[src/rtl/pep_batch_former_pkg.sv]
// Shared types and constants for the PBS batch former.
// Types are sized for the default configuration; the modules derive their
// own widths from their parameters so non-default builds remain consistent.
package pep_batch_former_pkg;

    localparam int TOTAL_PBS_NB_DEF  = 16;
    localparam int BATCH_PBS_NB_DEF  = 8;
    localparam int BATCH_NB_DEF      = 2;
    localparam int GRAM_NB_DEF       = 4;
    localparam int FLUSH_TIMEOUT_DEF = 64;

    typedef logic [$clog2(TOTAL_PBS_NB_DEF)-1:0]   pid_t;
    typedef logic [$clog2(BATCH_NB_DEF):0]         batch_id_t;
    typedef logic [$clog2(BATCH_PBS_NB_DEF+1)-1:0] pbs_cnt_t;

    typedef enum logic {
        ST_FILL  = 1'b0,
        ST_ISSUE = 1'b1
    } state_t;

    // Bit positions inside the sticky err vector.
    localparam int ERR_BDONE = 0;
    localparam int ERR_FREE  = 1;

    // Configuration legality: pool and batch both tile evenly over the GRAMs,
    // a batch fits in the pool, and the timeout is at least one cycle.
    function automatic bit cfg_ok(input int total_pbs_nb, input int batch_pbs_nb,
                                  input int gram_nb, input int flush_timeout);
        return (gram_nb > 0) &&
               (total_pbs_nb % gram_nb == 0) &&
               (batch_pbs_nb % gram_nb == 0) &&
               (total_pbs_nb >= batch_pbs_nb) &&
               (flush_timeout >= 1);
    endfunction

endpackage

[src/rtl/pep_slot_pool.sv]
// PBS slot pool: allocation bitmap, lowest-free priority encoder and a
// registered free-slot counter. A grant always takes the lowest free slot as
// seen in registered state, so a slot released in the same cycle can never be
// the one granted.
module pep_slot_pool #(
    parameter int TOTAL_PBS_NB = 16,
    parameter int PID_W        = $clog2(TOTAL_PBS_NB)
) (
    input  logic             clk,
    input  logic             a_rst,
    input  logic             grant,
    input  logic             rel_vld,
    input  logic [PID_W-1:0] rel_pid,
    output logic [PID_W-1:0] free_pid,
    output logic [PID_W:0]   free_cnt,
    output logic             rel_err
);

    logic [TOTAL_PBS_NB-1:0] alloc;
    logic                    rel_in_range;
    logic                    rel_ok;

    // Lowest-index free slot; scanning downward lets the last hit win.
    always_comb begin
        free_pid = '0;
        for (int i = TOTAL_PBS_NB - 1; i >= 0; i--) begin
            if (!alloc[i]) begin
                free_pid = PID_W'(i);
            end
        end
    end

    assign rel_in_range = (int'(rel_pid) < TOTAL_PBS_NB);
    assign rel_ok       = rel_vld & rel_in_range & alloc[rel_pid];
    assign rel_err      = rel_vld & ~rel_ok;

    // Bitmap and free counter move together; a bad release changes nothing.
    always_ff @(posedge clk or posedge a_rst) begin
        if (a_rst) begin
            alloc    <= '0;
            free_cnt <= (PID_W+1)'(TOTAL_PBS_NB);
        end else begin
            if (grant) begin
                alloc[free_pid] <= 1'b1;
            end
            if (rel_ok) begin
                alloc[rel_pid] <= 1'b0;
            end
            free_cnt <= free_cnt + (PID_W+1)'(rel_ok) - (PID_W+1)'(grant);
        end
    end

endmodule

[src/rtl/pep_batch_former.sv]
// PBS batch former: hands out slot ids, collects them into a pending batch,
// closes the batch on full / idle timeout / flush, and presents it to the
// batch pipe while bounding the number of batches in flight.
//
// state    | meaning
// ---------+---------------------------------------------------------------
// ST_FILL  | accepting slot requests into the pending batch
// ST_ISSUE | closed batch held on bcmd_* until the pipe takes it
module pep_batch_former
    import pep_batch_former_pkg::*;
#(
    parameter int TOTAL_PBS_NB  = TOTAL_PBS_NB_DEF,
    parameter int BATCH_PBS_NB  = BATCH_PBS_NB_DEF,
    parameter int BATCH_NB      = BATCH_NB_DEF,
    parameter int GRAM_NB       = GRAM_NB_DEF,
    parameter int FLUSH_TIMEOUT = FLUSH_TIMEOUT_DEF,
    parameter int PID_W         = $clog2(TOTAL_PBS_NB)
) (
    input  logic                              clk,
    input  logic                              a_rst,
    input  logic                              req_vld,
    output logic                              req_rdy,
    output logic [PID_W-1:0]                  req_pid,
    input  logic                              flush,
    output logic                              bcmd_vld,
    input  logic                              bcmd_rdy,
    output logic [TOTAL_PBS_NB-1:0]           bcmd_mask,
    output logic [$clog2(BATCH_PBS_NB+1)-1:0] bcmd_pbs_nb,
    output logic [$clog2(BATCH_NB):0]         bcmd_id,
    input  logic                              bdone_vld,
    input  logic                              pid_free_vld,
    input  logic [PID_W-1:0]                  pid_free,
    output logic [PID_W:0]                    free_cnt,
    output logic [$clog2(BATCH_NB+1)-1:0]     inflight_cnt,
    output logic [1:0]                        err
);

    localparam int CNT_W = $clog2(BATCH_PBS_NB + 1);
    localparam int ID_W  = $clog2(BATCH_NB) + 1;
    localparam int INF_W = $clog2(BATCH_NB + 1);
    localparam int TMR_W = $clog2(FLUSH_TIMEOUT + 1);

    if (!cfg_ok(TOTAL_PBS_NB, BATCH_PBS_NB, GRAM_NB, FLUSH_TIMEOUT)) begin : g_cfg_err
        $error("pep_batch_former: illegal slot/batch/GRAM/timeout configuration");
    end

    state_t                  state;
    logic [TOTAL_PBS_NB-1:0] pend_mask;
    logic [CNT_W-1:0]        pend_cnt;
    logic [TMR_W-1:0]        timer;

    logic                    grant;
    logic [TOTAL_PBS_NB-1:0] grant_oh;
    logic                    pend_any;
    logic                    close;
    logic                    handshake;
    logic                    bdone_ok;
    logic                    bdone_err;
    logic                    free_err;

    pep_slot_pool #(
        .TOTAL_PBS_NB (TOTAL_PBS_NB),
        .PID_W        (PID_W)
    ) u_slot_pool (
        .clk      (clk),
        .a_rst    (a_rst),
        .grant    (grant),
        .rel_vld  (pid_free_vld),
        .rel_pid  (pid_free),
        .free_pid (req_pid),
        .free_cnt (free_cnt),
        .rel_err  (free_err)
    );

    assign req_rdy   = (state == ST_FILL) && (free_cnt != '0) &&
                       (pend_cnt < CNT_W'(BATCH_PBS_NB));
    assign grant     = req_vld & req_rdy;
    assign grant_oh  = TOTAL_PBS_NB'(1) << req_pid;
    assign pend_any  = (pend_cnt != '0);

    // A grant landing in the closing cycle rides along in the closed batch.
    assign close     = (state == ST_FILL) &&
                       ((pend_cnt == CNT_W'(BATCH_PBS_NB)) ||
                        (pend_any && (timer == TMR_W'(FLUSH_TIMEOUT - 1))) ||
                        (pend_any && flush));

    assign handshake = (state == ST_ISSUE) && bcmd_rdy &&
                       (inflight_cnt < INF_W'(BATCH_NB));
    assign bdone_ok  = bdone_vld && (inflight_cnt != '0);
    assign bdone_err = bdone_vld && (inflight_cnt == '0);

    // Batch FSM with its pending set, idle timer and registered command outputs.
    always_ff @(posedge clk or posedge a_rst) begin
        if (a_rst) begin
            state       <= ST_FILL;
            pend_mask   <= '0;
            pend_cnt    <= '0;
            timer       <= '0;
            bcmd_vld    <= 1'b0;
            bcmd_mask   <= '0;
            bcmd_pbs_nb <= '0;
            bcmd_id     <= '0;
        end else begin
            case (state)
                ST_FILL: begin
                    if (close) begin
                        state       <= ST_ISSUE;
                        bcmd_vld    <= 1'b1;
                        bcmd_mask   <= pend_mask | (grant ? grant_oh : '0);
                        bcmd_pbs_nb <= pend_cnt + CNT_W'(grant);
                        pend_mask   <= '0;
                        pend_cnt    <= '0;
                        timer       <= '0;
                    end else if (grant) begin
                        pend_mask <= pend_mask | grant_oh;
                        pend_cnt  <= pend_cnt + CNT_W'(1);
                        timer     <= '0;
                    end else if (!pend_any) begin
                        timer <= '0;
                    end else begin
                        timer <= timer + TMR_W'(1);
                    end
                end
                ST_ISSUE: begin
                    if (handshake) begin
                        state    <= ST_FILL;
                        bcmd_vld <= 1'b0;
                        if (bcmd_id == ID_W'(2 * BATCH_NB - 1)) begin
                            bcmd_id <= '0;
                        end else begin
                            bcmd_id <= bcmd_id + ID_W'(1);
                        end
                    end
                end
                default: begin
                    state    <= ST_FILL;
                    bcmd_vld <= 1'b0;
                end
            endcase
        end
    end

    // In-flight batch count; issue and completion in one cycle cancel out.
    always_ff @(posedge clk or posedge a_rst) begin
        if (a_rst) begin
            inflight_cnt <= '0;
        end else begin
            inflight_cnt <= inflight_cnt + INF_W'(handshake) - INF_W'(bdone_ok);
        end
    end

    // Sticky protocol error flags.
    always_ff @(posedge clk or posedge a_rst) begin
        if (a_rst) begin
            err <= '0;
        end else begin
            if (bdone_err) begin
                err[ERR_BDONE] <= 1'b1;
            end
            if (free_err) begin
                err[ERR_FREE] <= 1'b1;
            end
        end
    end

endmodule

[config.mk]
export PLATFORM = sky130hd
export DESIGN_NAME = pep_batch_former
export DESIGN_NICKNAME = d
export VERILOG_FILES = /design/src/rtl/pep_batch_former_pkg.sv /design/src/rtl/pep_slot_pool.sv /design/src/rtl/pep_batch_former.sv
export SDC_FILE = /design/constraint.sdc
export NUM_CORES = 1
export LEC_CHECK = 0
export BUFFER_PORTS_ARGS = -buffer_cell sky130_fd_sc_hd__clkbuf_2
export CAP_MARGIN = 20
export CORE_ASPECT_RATIO = 0.6
export CORE_UTILIZATION = 40
export CTS_CLUSTER_DIAMETER = 60
export DETAILED_ROUTE_END_ITERATION = 10
export GPL_TIMING_DRIVEN = 0
export SETUP_SLACK_MARGIN = 0.15
export SLEW_MARGIN = 10
export SYNTH_ARGS = -nofsm -noshare
export SYNTH_HDL_FRONTEND = slang
export SYNTH_SLANG_ARGS = --single-unit
[constraint.sdc]
create_clock -name clk -period 7.7 [get_ports clk]
set_input_delay 0.77 -clock clk [delete_from_list [all_inputs] [get_ports clk]]
set_output_delay 0.77 -clock clk [all_outputs]
set_load 0.03 [all_outputs]
# Yosys cells after proc, flatten, opt, wreduce, memory -nomap -nowiden
# Index checks and enable logic that the tools add are counted.
# classes
n_addsub,8
muxes,39
n_eq_ne,5
reduce_logical,22
shift,1
n_bitwise,10
magnitude_cmp,6
# ops
cell,count
16-bit two-way mux,5
4-bit two-way mux,18
16-bit bitwise OR,3
7-bit two-way mux,3
16-bit bitwise AND,1
16-bit NOT,1
"1-bit by 4-bit << shifter with 16-bit output, first input constant",1
1-bit logical AND,11
"4-bit by 5-bit < comparator with 1-bit output, second input constant",2
1-bit demux with 4-bit select,2
"4-bit by 1-bit >= comparator with 1-bit output, second input constant",2
2-bit AND reduction,4
"7-bit by 1-bit adder with 7-bit output, second input constant",1
"7-bit by 6-bit == test with 1-bit output, second input constant",1
1-bit two-way mux,7
5-bit by 1-bit adder with 5-bit output,1
5-bit nonzero test,1
5-bit by 1-bit subtractor with 5-bit output,1
4-bit by 1-bit adder with 4-bit output,1
"4-bit by 1-bit adder with 4-bit output, second input constant",1
1-bit binary-select mux with 4-bit select,1
"4-bit == test, second input constant",1
"4-bit < comparator, second input constant",1
1-bit one-hot mux with 2 select lines,2
other kinds (14),19
# word_totals
input_bits,11
out_inout_bits,37
wordCells,104
reg_bits,76

# Longest topological paths before layout
# logic_depth
depth_word,24
ltp_mapped,15
mapped_depth_nobuf,14

# By module
# A second synthesis with hierarchy kept.
# unflattened
cells_unflattened,359
hier_area_um2,3847.4
# modules_own_cells
mod,area_each_um2,cells_per_inst,seq_area_each_um2,n_inst
pep_batch_former,2499.9,214,1376.3,1
pep_slot_pool,1347.5,145,526.8,1

# Least setup slack after synthesis
# Ideal clock, no wire load.
# synth_timing
path_type,input port to flip-flop
start,input port pid_free[1]
end,register u_slot_pool.free_cnt[4]
t_required_ps,7625
path_buffers,1
setup_time_ps,75
t_arrival_ps,2844
path_stages,14
setup_slack_ps,4781
cell_sequence,buf_2 > mux4_2 > and2_1 > a21oi_1 > nand3_1 > and2_1 > ha_1 > inv_1 > fa_1 > inv_1 > a21oi_1 > nor2_1 > nor2_1 > xnor2_1
# synth_between
elab_chain_len,5
# synth_rtl
element,line,source
from (decl),pep_batch_former.sv:32,"input logic [PID_W-1:0] pid_free,"
1-bit binary-select mux with 4-bit select,pep_slot_pool.sv:34,assign rel_ok = rel_vld & rel_in_range & alloc[rel_pid];
1-bit two-way mux (implied by the code),pep_slot_pool.sv:34,
1-bit bitwise AND,pep_slot_pool.sv:34,
5-bit by 1-bit adder with 5-bit output,pep_slot_pool.sv:49,free_cnt <= free_cnt + (PID_W+1)'(rel_ok) - (PID_W+1)'(grant);
5-bit by 1-bit subtractor with 5-bit output,pep_slot_pool.sv:49,
to (signal assigned),pep_slot_pool.sv:41,free_cnt <= (PID_W+1)'(TOTAL_PBS_NB);
to (signal assigned),pep_slot_pool.sv:49,
to (decl),pep_slot_pool.sv:15,"output logic [PID_W:0] free_cnt,"
# No other way between the ends. The select of a mux whose other input is x is not followed.
# A chain may end at the register's enable or synchronous reset.

# Worst setup path in the final report
# layout_timing
start,register u_slot_pool.free_cnt[2]
end,register u_slot_pool.free_cnt[4]
# layout_between
elab_chain_len,5
elab_cells_between_ends,6
# layout_rtl
element,line
branches (longest 4 deep; another with 5-bit by 1-bit adder with 5-bit output),--
5-bit by 1-bit subtractor with 5-bit output (*),pep_slot_pool.sv:49
# Mark *: on every way between the ends.

==> results.md <==
* GRT overflow at 0
* DRC violations left at 0
* Post-synth net total at 403
* Antenna Nets Post-Route at 0
* DRT Wirelength at 8.90 mm
* Row cnt at 26
* Reg2Reg Depth at 15
* Global-route wire length before repair at 14.9 mm
* Mapped Area at 3750 um2
* Initial antenna violation count at 0
* Mean area per synthesized cell at 9.94 um2
* Fin. max-slew vios at 0
* Status: completed
* Die height at 77.0 um
* Yosys warns at 0
* Fin. Hold Viols at 0
* Post-synth top flop: dfrtp_1
* Initial cell density of the core at 42.7%
* Reg2Reg Setup Slack at 4.59 ns
* Hold crit path type: in -> async
* Startpoint Class: register
* Largest net degree at the start of global routing at 65
* Pre-antenna DRT Iters at 5
* Hold_buf cts at 0
* Post-layout net count at 460
* Vias in the first global route at 2,847
* Share of cells above drive strength 1 at 19.8%
* Cell Pwr Density at 449 nW/um2
* Clock root buffer: clkbuf_16
* I/O pin total at 48
* GRT Util Overall at 20.1%
* Slew headroom at a little under half
* Vias/cell at 5.43
* Post-CTS setup buffers at 0
* Minimum clock period at 3.11 ns
* CTS tree: done
* Hold WS at around 0.34 ns
* Worst R2R End: u_slot_pool.free_cnt[4]
* Worst r2r src: u_slot_pool.free_cnt[2]
* Leak at 2.09 nW
* Synth Register Bits at 76
* Full die area at slightly below 10,000 um2
* Synth Instances at ~380
* Antenna cells at 0
* H-tree depth at 3
* Fmax achieved at 321 MHz
* Dpl cells at 535
* Port bufs at 45
* Via count at between 2,000 and 3,000
* Worst setup margin at 4.59 ns
* Final setup vio count at 0
* Die extent in x at ~130 um
* Dpl ws at between 4 and 5 ns
* Most frequent cells in the layout: 75 x dfrtp_1, 54 x nor2_1, 45 x clkbuf_2, 35 x nand2_1, 30 x a21oi_1
* Post-synth ARST share at 100%
* Worst EP arrival at 3.37 ns
* Buffers from clock root to sink, at most at 2
* Clk slew on worst S/H paths at 0.06 ns
* DRT iter0 DRCs at around 190
* Final Non-Filler Cells at 551
* Area Growth Syn to Fin at 18.3%
* Routability cong. at roughly 0.84
* RSZ-0062 raised after global routing: false
* Core Footprint at 8780 um2
* # Max-Cap Violations at 0
* Drt wl/cell at 16.1 um
* Commonest non-fill, non-tap cell in the layout: dfrtp_1
* Sequential area share after synthesis at 50.8%
* VDD IR max at ~0.18 mV
* Detailed placement HPWL at 6.45 mm
* Worst Setup Path Type: reg -> reg
* Worst Skew at about 0.0056 ns
* Endpoint class of the critical path: register
* Setup TNS at 0 ns
* Clk Latency, worst-skew pair at 0.33 ns
* Netlist cell types at 54
* Post_cts resized at 0
* Number of enable flip-flop cells after synthesis at 0
* CP max FO at 11
* Cts bufs inserted at 9
* Final period util at 40.4%
* Least-Margin Pin Slew at 0.804 ns
* Critical Path RT at 7.96 ns
* Sink Count at 76
[cell families (layout without fill, tap and decap cells)]
group	count (synthesis)	in the layout	synth area share (%)
AOI/OAI and AO/OA	93	93	15.9
xor gates and xnor gates	11	11	2.57
adders and majority gates	15	15	5.21
buffers and inverters	36	98	4.27
DFF	76	76	50.8
muxes	7	7	3.24
and+or+nand+nor	139	139	18.1
[synthesized netlist by cell type (all sizes together), types with 2 or more instances]
library cell / number / share of area [%]
nor4b: 2 / 1.0
nor2b: 4 / 0.67
a211oi: 2 / 0.40
o21a: 4 / 0.80
o31ai: 3 / 0.60
clkbuf: 4 / 0.40
xor2: 3 / 0.70
a31oi: 15 / 2.5
nand2: 35 / 3.5
dfrtp: 75 / 50
buf: 10 / 1.7
ha: 14 / 4.7
and3: 4 / 0.67
nand3: 10 / 1.5
and2: 3 / 0.50
xnor2: 8 / 1.9
nand2b: 8 / 1.3
nand4: 4 / 0.67
a21o: 6 / 1.2
mux4: 4 / 2.4
o22a: 2 / 0.47
or3: 3 / 0.63
o21ai: 16 / 2.1
nor3: 6 / 0.93
inv: 21 / 2.1
nor2: 54 / 5.4
o31a: 4 / 0.93
nand3b: 3 / 0.60
a21oi: 32 / 4.7
mux2i: 2 / 0.53
[worst max path at each step]
stage / from / slack (ns) / endpoint
2_1_floorplan: pid_free[1] / 4.78 / u_slot_pool.free_cnt[4]
3_3_place_gp: a_rst / 4.06 / bcmd_mask[12]
3_5_place_dp: pid_free[1] / 4.56 / u_slot_pool.free_cnt[4]
4_1_cts: u_slot_pool.free_cnt[2] / 4.60 / u_slot_pool.free_cnt[4]
5_1_grt: u_slot_pool.free_cnt[2] / 4.35 / u_slot_pool.free_cnt[4]
6_report: u_slot_pool.free_cnt[2] / 4.59 / u_slot_pool.free_cnt[4]
[worst max-delay path, stage by stage, from the launching register on]
cell and delay (ns):
dfrtp_1 0.38, inv_1 0.07, ha_1 0.18, nor4b_2 0.19, nor4b_4 0.41, buf_2 0.39, ha_1 0.30, inv_1 0.07
ha_1 0.17, inv_1 0.06, fa_1 0.40, inv_1 0.07, a21oi_1 0.06, nor2_1 0.10, nor2_1 0.06, xnor2_1 0.13
[report_power, final]
part	total, W	switching (W)	internal [W]
sequential	0.000649	0.000119	0.000530
combinational	0.000941	0.000626	0.000316
clock	0.000402	0.000167	0.000236
total	0.00199	0.000912	0.00108
[stage by stage]
step	total power [W]	util, %	cell area [um2]
finish	0.00199	50.5	4430
floorplan	0.00131	-	3750
global route	0.00214	50.5	4430
detailed placement	0.00159	47.2	4140
CTS	0.00200	50.5	4430
global placement	0.00156	46.8	4110
[flip-flops by register name, indices dropped and copies added (netlist names)]
signal / cells
bcmd_mask: 16
timer: 7
u_slot_pool.alloc: 16
bcmd_pbs_nb: 4
inflight_cnt: 2
pend_mask: 16
pend_cnt: 4
bcmd_id: 2
state: 1
err: 2
u_slot_pool.free_cnt: 5
bcmd_vld: 1
[layout make-up]
class | instances | area, um2
plain buffers | 14 | 77.6
clock buffers | 11 | 253
clock inverters | 5 | 36.3
fillers | 838 | 4350
inverters | 22 | 85.1
multi-input cells | 265 | 1690
flip-flops and latches | 76 | 1900
well taps | 112 | 140
repair buffers | 46 | 253
[layer usage]
layer	global-route usage (%)	wire, um	share of wire (%)
met5	0	0	0
met2	26.5	3530	40
met1	31.2	4680	53
met3	6.00	614	6.9
met4	5.36	74	0.83
Power figures use the tool's default switching activity.
